$ cat src/rtl/contador_decadico_decr_pkg.sv
// Shared definitions for the AC-I decade counter set.
// BCD digit limits and the nibble type used by every counter.
package contador_decadico_decr_pkg;

    localparam logic [3:0] BCD_MAX = 4'd9;
    localparam logic [3:0] BCD_MIN = 4'd0;

    typedef logic [3:0] digit_t;

    // Loaded nibbles above nine are forced back into the BCD range.
    function automatic digit_t bcd_clamp(input digit_t v);
        return (v > BCD_MAX) ? BCD_MAX : v;
    endfunction

endpackage

$ cat src/rtl/contador_decadico_decr_digit.sv
// One BCD down-counting digit: clamp-on-load, decrement, 0 -> 9 wrap.
// Preset forces the digit to nine asynchronously.
module bcd_down_digit
    import contador_decadico_decr_pkg::*;
(
    input  logic       clk,
    input  logic       preset,
    input  logic       dec,
    input  logic       ld,
    input  logic [3:0] ld_val,
    output logic [3:0] q,
    output logic       is_zero
);

    digit_t q_r;

    always_ff @(posedge clk or posedge preset) begin
        if (preset) begin
            q_r <= BCD_MAX;
        end else if (ld) begin
            q_r <= bcd_clamp(ld_val);
        end else if (dec) begin
            q_r <= (q_r == BCD_MIN) ? BCD_MAX : q_r - 4'd1;
        end
    end

    assign q       = q_r;
    assign is_zero = (q_r == BCD_MIN);

endmodule

$ cat src/rtl/contador_decadico_decr.sv
// Synchronous cascadable BCD down counter with parallel load,
// borrow output for chaining and optional stop-at-zero mode.
module contador_decadico_decr
    import contador_decadico_decr_pkg::*;
#(
    parameter int DIGITS = 2,
    parameter int WRAP   = 1
) (
    input  logic                  clk,
    input  logic                  preset,
    input  logic                  en,
    input  logic                  load,
    input  logic [4*DIGITS-1:0]   load_val,
    output logic [4*DIGITS-1:0]   count,
    output logic                  zero,
    output logic                  borrow,
    output logic                  underflow
);

    localparam bit WRAP_EN = (WRAP != 0);

    logic [DIGITS-1:0] is_zero;
    logic [DIGITS-1:0] dec;
    logic [DIGITS:0]   low_zero;
    logic              count_en;
    logic              underflow_r;

    // low_zero[i]: every digit below i reads zero.
    assign low_zero[0] = 1'b1;

    // Stop-at-zero mode blocks the all-zero -> all-nines step.
    assign count_en = en & ~load & (WRAP_EN | ~zero);

    generate
        for (genvar i = 0; i < DIGITS; i++) begin : g_digit
            assign low_zero[i+1] = low_zero[i] & is_zero[i];
            assign dec[i]        = count_en & low_zero[i];

            bcd_down_digit u_digit (
                .clk     (clk),
                .preset  (preset),
                .dec     (dec[i]),
                .ld      (load),
                .ld_val  (load_val[4*i +: 4]),
                .q       (count[4*i +: 4]),
                .is_zero (is_zero[i])
            );
        end
    endgenerate

    assign zero   = low_zero[DIGITS];
    assign borrow = en & zero;

    always_ff @(posedge clk or posedge preset) begin
        if (preset) begin
            underflow_r <= 1'b0;
        end else if (load) begin
            underflow_r <= 1'b0;
        end else if (en && zero && WRAP_EN) begin
            underflow_r <= 1'b1;
        end
    end

    assign underflow = underflow_r;

endmodule

$ cat config.mk
export PLATFORM = sky130hd
export DESIGN_NAME = contador_decadico_decr
export DESIGN_NICKNAME = d
export VERILOG_FILES = /design/src/rtl/contador_decadico_decr_pkg.sv /design/src/rtl/contador_decadico_decr_digit.sv /design/src/rtl/contador_decadico_decr.sv
export SDC_FILE = /design/constraint.sdc
export NUM_CORES = 1
export LEC_CHECK = 0
export ABC_AREA = 1
export BUFFER_PORTS_ARGS = -buffer_cell sky130_fd_sc_hd__buf_2
export CORE_MARGIN = 3
export CORE_UTILIZATION = 33
export DETAILED_ROUTE_END_ITERATION = 8
export PLACE_DENSITY = 0.64
export SYNTH_ARGS = -nofsm -noshare
export SYNTH_HDL_FRONTEND = slang
export SYNTH_SLANG_ARGS = --single-unit
$ cat constraint.sdc
create_clock -name clk -period 1.15 [get_ports clk]
set_clock_uncertainty 0.2 [all_clocks]
set_input_delay 0.0575 -clock clk [delete_from_list [all_inputs] [get_ports clk]]
set_output_delay 0.0575 -clock clk [all_outputs]
set_load 0.005 [all_outputs]
==> results.cfg, run 1 <==
[status]
outcome = finished, violations left
violated_checks = negative hold slack, negative setup slack

[clock_tree]
insertion_delay_ns = 0.27
tritoncts = yes
htree_levels = 1
cts.reportedPaths.clkPinSlew_ns = 0.07
cts.sink_count = 9
ctsRootBufferMaster = sky130_fd_sc_hd__clkbuf_4
cts_inserted_buffers = 3
ctsLongestPathBuffers = 2

[timing]
timing_worst_slew_pin_value_ns = 0.3854
relSlewSlack_pct = 74.28
min_tclk_post_route_ns = 1.430
rsz0062_at_grt = true
setup_viol_count_final = 19
clock.fmax_mhz = 699.5
slew_viol_final = 0
final_min_period_over_clock_period_pct = 124.3
worst_hold_slack_ns = -0.003747
setup_ws_ns = -0.2797
finalHoldViolCount = 1

[yosys]
synthesis.nets = 102
yosys_warnings = 0
yosys.area.top_type_share_pct = 19.84
syn_inst = 90
synth_commonest_cells = 29 x sky130_fd_sc_hd__nand2_1, 11 x sky130_fd_sc_hd__inv_1, 8 x sky130_fd_sc_hd__nand3_1
mappedNetlistArea_um2 = 630.6
most_used_dff_post_synth = sky130_fd_sc_hd__dfrtp_1
synth.area.top_cells = sky130_fd_sc_hd__dfrtp_1 20%, sky130_fd_sc_hd__nand2_1 17%, sky130_fd_sc_hd__dfstp_2 17%
synthDominantAreaCellType = sky130_fd_sc_hd__dfrtp_1
postSynthRegisterBits = 9
synth_cell_type_count = 21
post-synth-top-count-cell = sky130_fd_sc_hd__nand2_1
synth_enable_flop_cells = 0
ys_seq_area_share_pct = 36.51
synthesized_area_per_cell_um2 = 7.007
async_reset_ff_share_pct = 100.0

[worst_hold_path]
worstHoldPathCells = 3
worst_hold_path_type = in -> reg
hold_path_startpoint = load
hold_end = underflow

[final_layout]
post-route-util_pct = 67.59
diodes = 0
fill_cells = 137
share_of_layout_cells_above_drive_strength_1_pct = 48.61
design.final.nets = 157
synthToLayoutAreaGrowth_pct = 89.09

[route]
detailroute.via_count = 805
routed_len_inst_um = 12.88
route.detailed.drc = 0
antenna_violating_nets_post_route = 0
drt_pre_antenna_iters = 4
vias_per_cell = 4.763
dr.first_iter.drc_count = 32
detail_route.wirelength_um = 2176

[worst_setup_path]
critical_path.reg2reg.startpoint = g_digit[0].u_digit.q[1]
timing.setup.critical_path_class = reg -> out
critical_path.reg2reg.endpoint = g_digit[1].u_digit.q[1]
timing.critical_path.to_type = output port
worst-endpoint-arrival_ns = 1.17
element_type_at_the_critical_path_start = flip-flop
regToRegSetupSlack_ns = -0.28
cp.required_ns = 0.89
reg2reg_depth = 7
crit_fanout = 3

[die]
chipHeight_um = 49.72
floorplan.die_area_um2 = 2472
fp.dieW_um = 49.72
initial_utilization_pct = 35.74
fp.coreArea_um2 = 1764
io_pins = 23
core.rowCount = 15

[global_routing]
pin_count_of_the_biggest_net_entering_global_routing = 11
grtUsageTotal_pct = 18.60
first_global_vias = 722
grt_overflow_total = 0
grt_first_pass_wirelength_um = 3443
grt_antenna_before_repair = 0

[placement]
hpwl_um = 1245
globalplace.congestion = 0.8314
detailedPlace.worstSlack_ns = -0.1029
numPortBuffers = 22

[pwr]
power_density_nw_per_um2 = 1106
ir_worst_vdd_mv = 0.6797
leakagePower_uw = 0.0006066

[job]
max_capacitance_violation_count = 0
-- per-stage QoR --
stage / instances / area [µm²] / total power, µW / TNS, ns / hold WS, ns
6_report: 169 / 1192 / 1319 / -2.894 / -0.003747
3_5_place_dp: 145 / 828.3 / 783.9 / -0.7218 / -0.1494
5_1_grt: 169 / 1192 / 1392 / -3.738 / 0.01715
2_1_floorplan: 90 / 630.6 / 615.1 / -0.2800 / -0.3174
3_3_place_gp: 145 / 828.3 / 780.1 / -0.5732 / -0.1528
4_1_cts: 167 / 1134 / 1267 / -2.874 / -0.1594
-- cell families after synthesis --
| kind of cell | synth area share [%] |
|---|---|
| AO/OA/AOI/OAI | 9.125 |
| buffers and inverters | 10.12 |
| flip-flops | 36.51 |
| AND/OR/NAND/NOR | 44.25 |
-- critical path: stages (launching register included) --
cell	delay, ns
sky130_fd_sc_hd__dfrtp_1	0.42
sky130_fd_sc_hd__nor2_4	0.13
sky130_fd_sc_hd__nand2_4	0.08
sky130_fd_sc_hd__nor3_2	0.14
sky130_fd_sc_hd__buf_2	0.13
-- what timing repair did --
item / CTS / global route
pin swaps: 7 / 13
setup endpoints to repair: 19 / 19
hold buffers: 11 / 1
endpoints found under the hold margin: 18 / 1
buffers inserted: 8 / 3
cloned: 0 / 0
resized for setup: 26 / 12
-- how the worst max path moves through the flow --
stage	to	depth (start not counted)	slack, ns	startpoint
after CTS	borrow	4	-0.30	g_digit[0].u_digit.q[2]
final	borrow	4	-0.28	g_digit[1].u_digit.q[1]
after floorplan	g_digit[1].u_digit.q[2]	6	-0.07	g_digit[0].u_digit.q[2]
after global placement	g_digit[0].u_digit.q[2]	6	-0.09	g_digit[0].u_digit.q[0]
after global routing	borrow	4	-0.33	g_digit[1].u_digit.q[2]
after detailed placement	underflow	5	-0.10	g_digit[1].u_digit.q[1]
-- routing by layer --
layer / global-route usage [%] / routed length [µm] / vias up
met4: 10.14 / 13 / 0
met2: 29.96 / 1148 / 34
li1: - / - / 389
met1: 23.54 / 913 / 380
met5: 0 / 0 / -
met3: 3.021 / 101 / 2
-- layout make-up --
class,count,area [µm²],area share (%)
Timing Repair Buffer,51,452.9,37.99
Sequential cell,9,230.2,19.31
Clock buffer,4,26.28,2.204
Tap cell,25,31.28,2.623
Inverter,14,55.05,4.617
Multi-Input combinational cell,66,396.6,33.26
-- flip-flops by register name, summed over array words and instances (netlist names) --
name	cells
underflow	1
g_digit.u_digit.q	8
-- cells in the final DEF (no fill, tap or decap), types with 4 or more instances in the layout --
cell                            synthesis  final
sky130_fd_sc_hd__dlygate4sd3_1          0     12
sky130_fd_sc_hd__buf_4                  0      5
sky130_fd_sc_hd__buf_6                  1     20
sky130_fd_sc_hd__nor2_4                 3      6
sky130_fd_sc_hd__buf_2                  0     14
sky130_fd_sc_hd__nor2_1                 7      5
sky130_fd_sc_hd__dfrtp_1                5      5
sky130_fd_sc_hd__nand3_1                8      7
sky130_fd_sc_hd__nand2_1               29     27
sky130_fd_sc_hd__inv_1                 11     10
sky130_fd_sc_hd__dfstp_2                4      4
-- report_power, final --
| group | switching [µW] | total (µW) | leakage [µW] | internal (µW) |
|---|---|---|---|---|
| sequential | 48.8 | 424 | 0.000107 | 375 |
| clock | 129 | 263 | 0.0000150 | 134 |
| combinational | 283 | 632 | 0.000485 | 348 |
(Power assumes the default switching activity.)
==> run 2: changes to the inputs <==
--- a/config.mk
+++ b/config.mk
@@ -7,10 +7,13 @@
 export LEC_CHECK = 0
 export ABC_AREA = 1
 export BUFFER_PORTS_ARGS = -buffer_cell sky130_fd_sc_hd__buf_2
+export CELL_PAD_IN_SITES_DETAIL_PLACEMENT = 0
+export CELL_PAD_IN_SITES_GLOBAL_PLACEMENT = 1
 export CORE_MARGIN = 3
-export CORE_UTILIZATION = 33
+export CORE_UTILIZATION = 29
 export DETAILED_ROUTE_END_ITERATION = 8
-export PLACE_DENSITY = 0.64
+export PLACE_DENSITY = 0.77
+export RECOVER_POWER = 50
 export SYNTH_ARGS = -nofsm -noshare
 export SYNTH_HDL_FRONTEND = slang
 export SYNTH_SLANG_ARGS = --single-unit
==> results.cfg, run 2 (synthesis gave the netlist of run 1 again) <==
[placement]
hpwl_um = 1339
numPlacedInstances = 147
numPortBuffers = 22
detailedPlace.worstSlack_ns = -0.1096
globalplace.congestion = 0.7870

[job]
max_capacitance_violation_count = 0

[final_layout]
flip_flop_count_of_the_largest_register_all_copies_and_words_added = 8
design.final.nets = 164
area_of_the_multi_input_gates_um2 = 421.7
ff_latch_area_um2 = 231.5
fill_cells = 151
synthToLayoutAreaGrowth_pct = 102.2
most-common-layout-cells = 26 x sky130_fd_sc_hd__nand2_1, 21 x sky130_fd_sc_hd__buf_6, 15 x sky130_fd_sc_hd__buf_2, 12 x sky130_fd_sc_hd__buf_4
final_cells = 178
mostFrequentLayoutCell = sky130_fd_sc_hd__nand2_1
share_of_layout_cells_above_drive_strength_1_pct = 54.97
diodes = 0

[timing]
final_min_period_over_clock_period_pct = 127.4
min_tclk_post_route_ns = 1.465
setup_ws_ns = -0.3148
setup_total_negative_slack_ns = -3.775
setup_viol_count_final = 19
worst_hold_slack_ns = -0.03063
clock.fmax_mhz = 682.7
relSlewSlack_pct = 74.80
timing_worst_slew_pin_value_ns = 0.3776
slew_viol_final = 0
finalHoldViolCount = 1
rsz0062_at_grt = true

[status]
violated_checks = negative hold slack, negative setup slack
outcome = finished, violations left

[worst_setup_path]
timing.setup.critical_path_class = reg -> out
crit_fanout = 3
worst-endpoint-arrival_ns = 1.21
timing.critical_path.to_type = output port
element_type_at_the_critical_path_start = flip-flop
regToRegSetupSlack_ns = -0.27
critical_path.reg2reg.startpoint = g_digit[0].u_digit.q[1]
cp.required_ns = 0.89
critical_path.reg2reg.endpoint = g_digit[1].u_digit.q[2]
reg2reg_depth = 7

[route]
detail_route.wirelength_um = 2527
drt_pre_antenna_iters = 4
vias_per_cell = 4.719
detailroute.via_count = 840
routed_len_inst_um = 14.20
dr.first_iter.drc_count = 21
antenna_violating_nets_post_route = 0
route.detailed.drc = 0

[die]
core.rowCount = 16
io_pins = 23
fp.dieW_um = 52.63
chipHeight_um = 52.63
initial_utilization_pct = 31.50
floorplan.die_area_um2 = 2770
fp.coreArea_um2 = 2002

[pwr]
ir_worst_vdd_mv = 0.6741
leakagePower_uw = 0.0006445
power_density_nw_per_um2 = 1118

[clock_tree]
cts_inserted_buffers = 3
ctsLongestPathBuffers = 2
insertion_delay_ns = 0.27
cts.reportedPaths.clkPinSlew_ns = 0.07
cts.sink_count = 9
htree_levels = 1
ctsRootBufferMaster = sky130_fd_sc_hd__clkbuf_4
tritoncts = yes

[global_routing]
pin_count_of_the_biggest_net_entering_global_routing = 11
grtUsageTotal_pct = 17.80
grt_overflow_total = 0
grt_antenna_before_repair = 0
grt_first_pass_wirelength_um = 3574
first_global_vias = 790

[worst_hold_path]
worstHoldPathCells = 3
worst_hold_path_type = in -> reg
hold_end = g_digit[0].u_digit.q[0]
hold_path_startpoint = en
==> run 2: cell count changes in the layout (fill, tap and decap cells not counted), moves of 2 or more <==
cell,delta
sky130_fd_sc_hd__buf_4,+7
sky130_fd_sc_hd__nand3_2,+2
sky130_fd_sc_hd__nand3_1,-2
sky130_fd_sc_hd__dlygate4sd3_1,-2
==> run 2: final cells by class <==
type | count | share of cell area, %
Timing Repair Buffer | 58 | 39.35
Multi-Input combinational cell | 66 | 33.07
Sequential cell | 9 | 18.16
Inverter | 14 | 4.711
Tap cell | 27 | 2.650
Clock buffer | 4 | 2.061
==> run 2: worst max path at each step <==
stage / from / endpoint / slack, ns / depth (start not counted)
2_1_floorplan: g_digit[0].u_digit.q[2] / g_digit[1].u_digit.q[2] / -0.07 / 6
3_3_place_gp: g_digit[0].u_digit.q[2] / borrow / -0.15 / 4
6_report: g_digit[1].u_digit.q[1] / borrow / -0.31 / 4
4_1_cts: g_digit[0].u_digit.q[2] / borrow / -0.31 / 4
5_1_grt: g_digit[1].u_digit.q[1] / borrow / -0.35 / 4
3_5_place_dp: g_digit[0].u_digit.q[2] / g_digit[1].u_digit.q[1] / -0.11 / 6
==> run 2: timing repair <==
item / in CTS / in global routing
pin swaps: 12 / 11
hold buffers: 9 / 1
resized for setup: 27 / 22
setup endpoints to repair: 17 / 19
hold endpoints to repair: 18 / 1
setup buffers: 17 / 5
cloned: 0 / 0
==> run 2: per-stage QoR <==
stage	hold slack, ns	cell area (µm²)	util (%)	total power [µW]
5_1_grt	-0.009008	1275	63.69	1497
2_1_floorplan	-0.3174	630.6	-	615.1
4_1_cts	-0.1383	1185	59.19	1303
3_3_place_gp	-0.1622	830.8	41.50	779.3
6_report	-0.03063	1275	63.69	1425
3_5_place_dp	-0.1563	830.8	41.50	786.2
==> run 2: per-layer routing <==
metal / track usage (%) / vias up / routed length [µm]
met5: 0 / - / 0
met4: 5.532 / 0 / 94
met3: 3.419 / 10 / 178
met2: 30.99 / 40 / 1279
met1: 21.76 / 383 / 975
li1: - / 407 / -
==> run 2: where the power goes <==
group / total (µW) / leakage, µW / internal [µW] / switching [µW]
Sequential: 427 / 0.000106 / 377 / 50.1
Clock: 266 / 0.0000150 / 134 / 131
Combinational: 732 / 0.000524 / 404 / 328
==> run 2: worst max-delay path: stages, from the launching register on <==
cell and delay (ns):
sky130_fd_sc_hd__dfrtp_2 0.43, sky130_fd_sc_hd__nor2_4 0.12, sky130_fd_sc_hd__nand2_4 0.08, sky130_fd_sc_hd__nor3_2 0.16, sky130_fd_sc_hd__buf_2 0.14
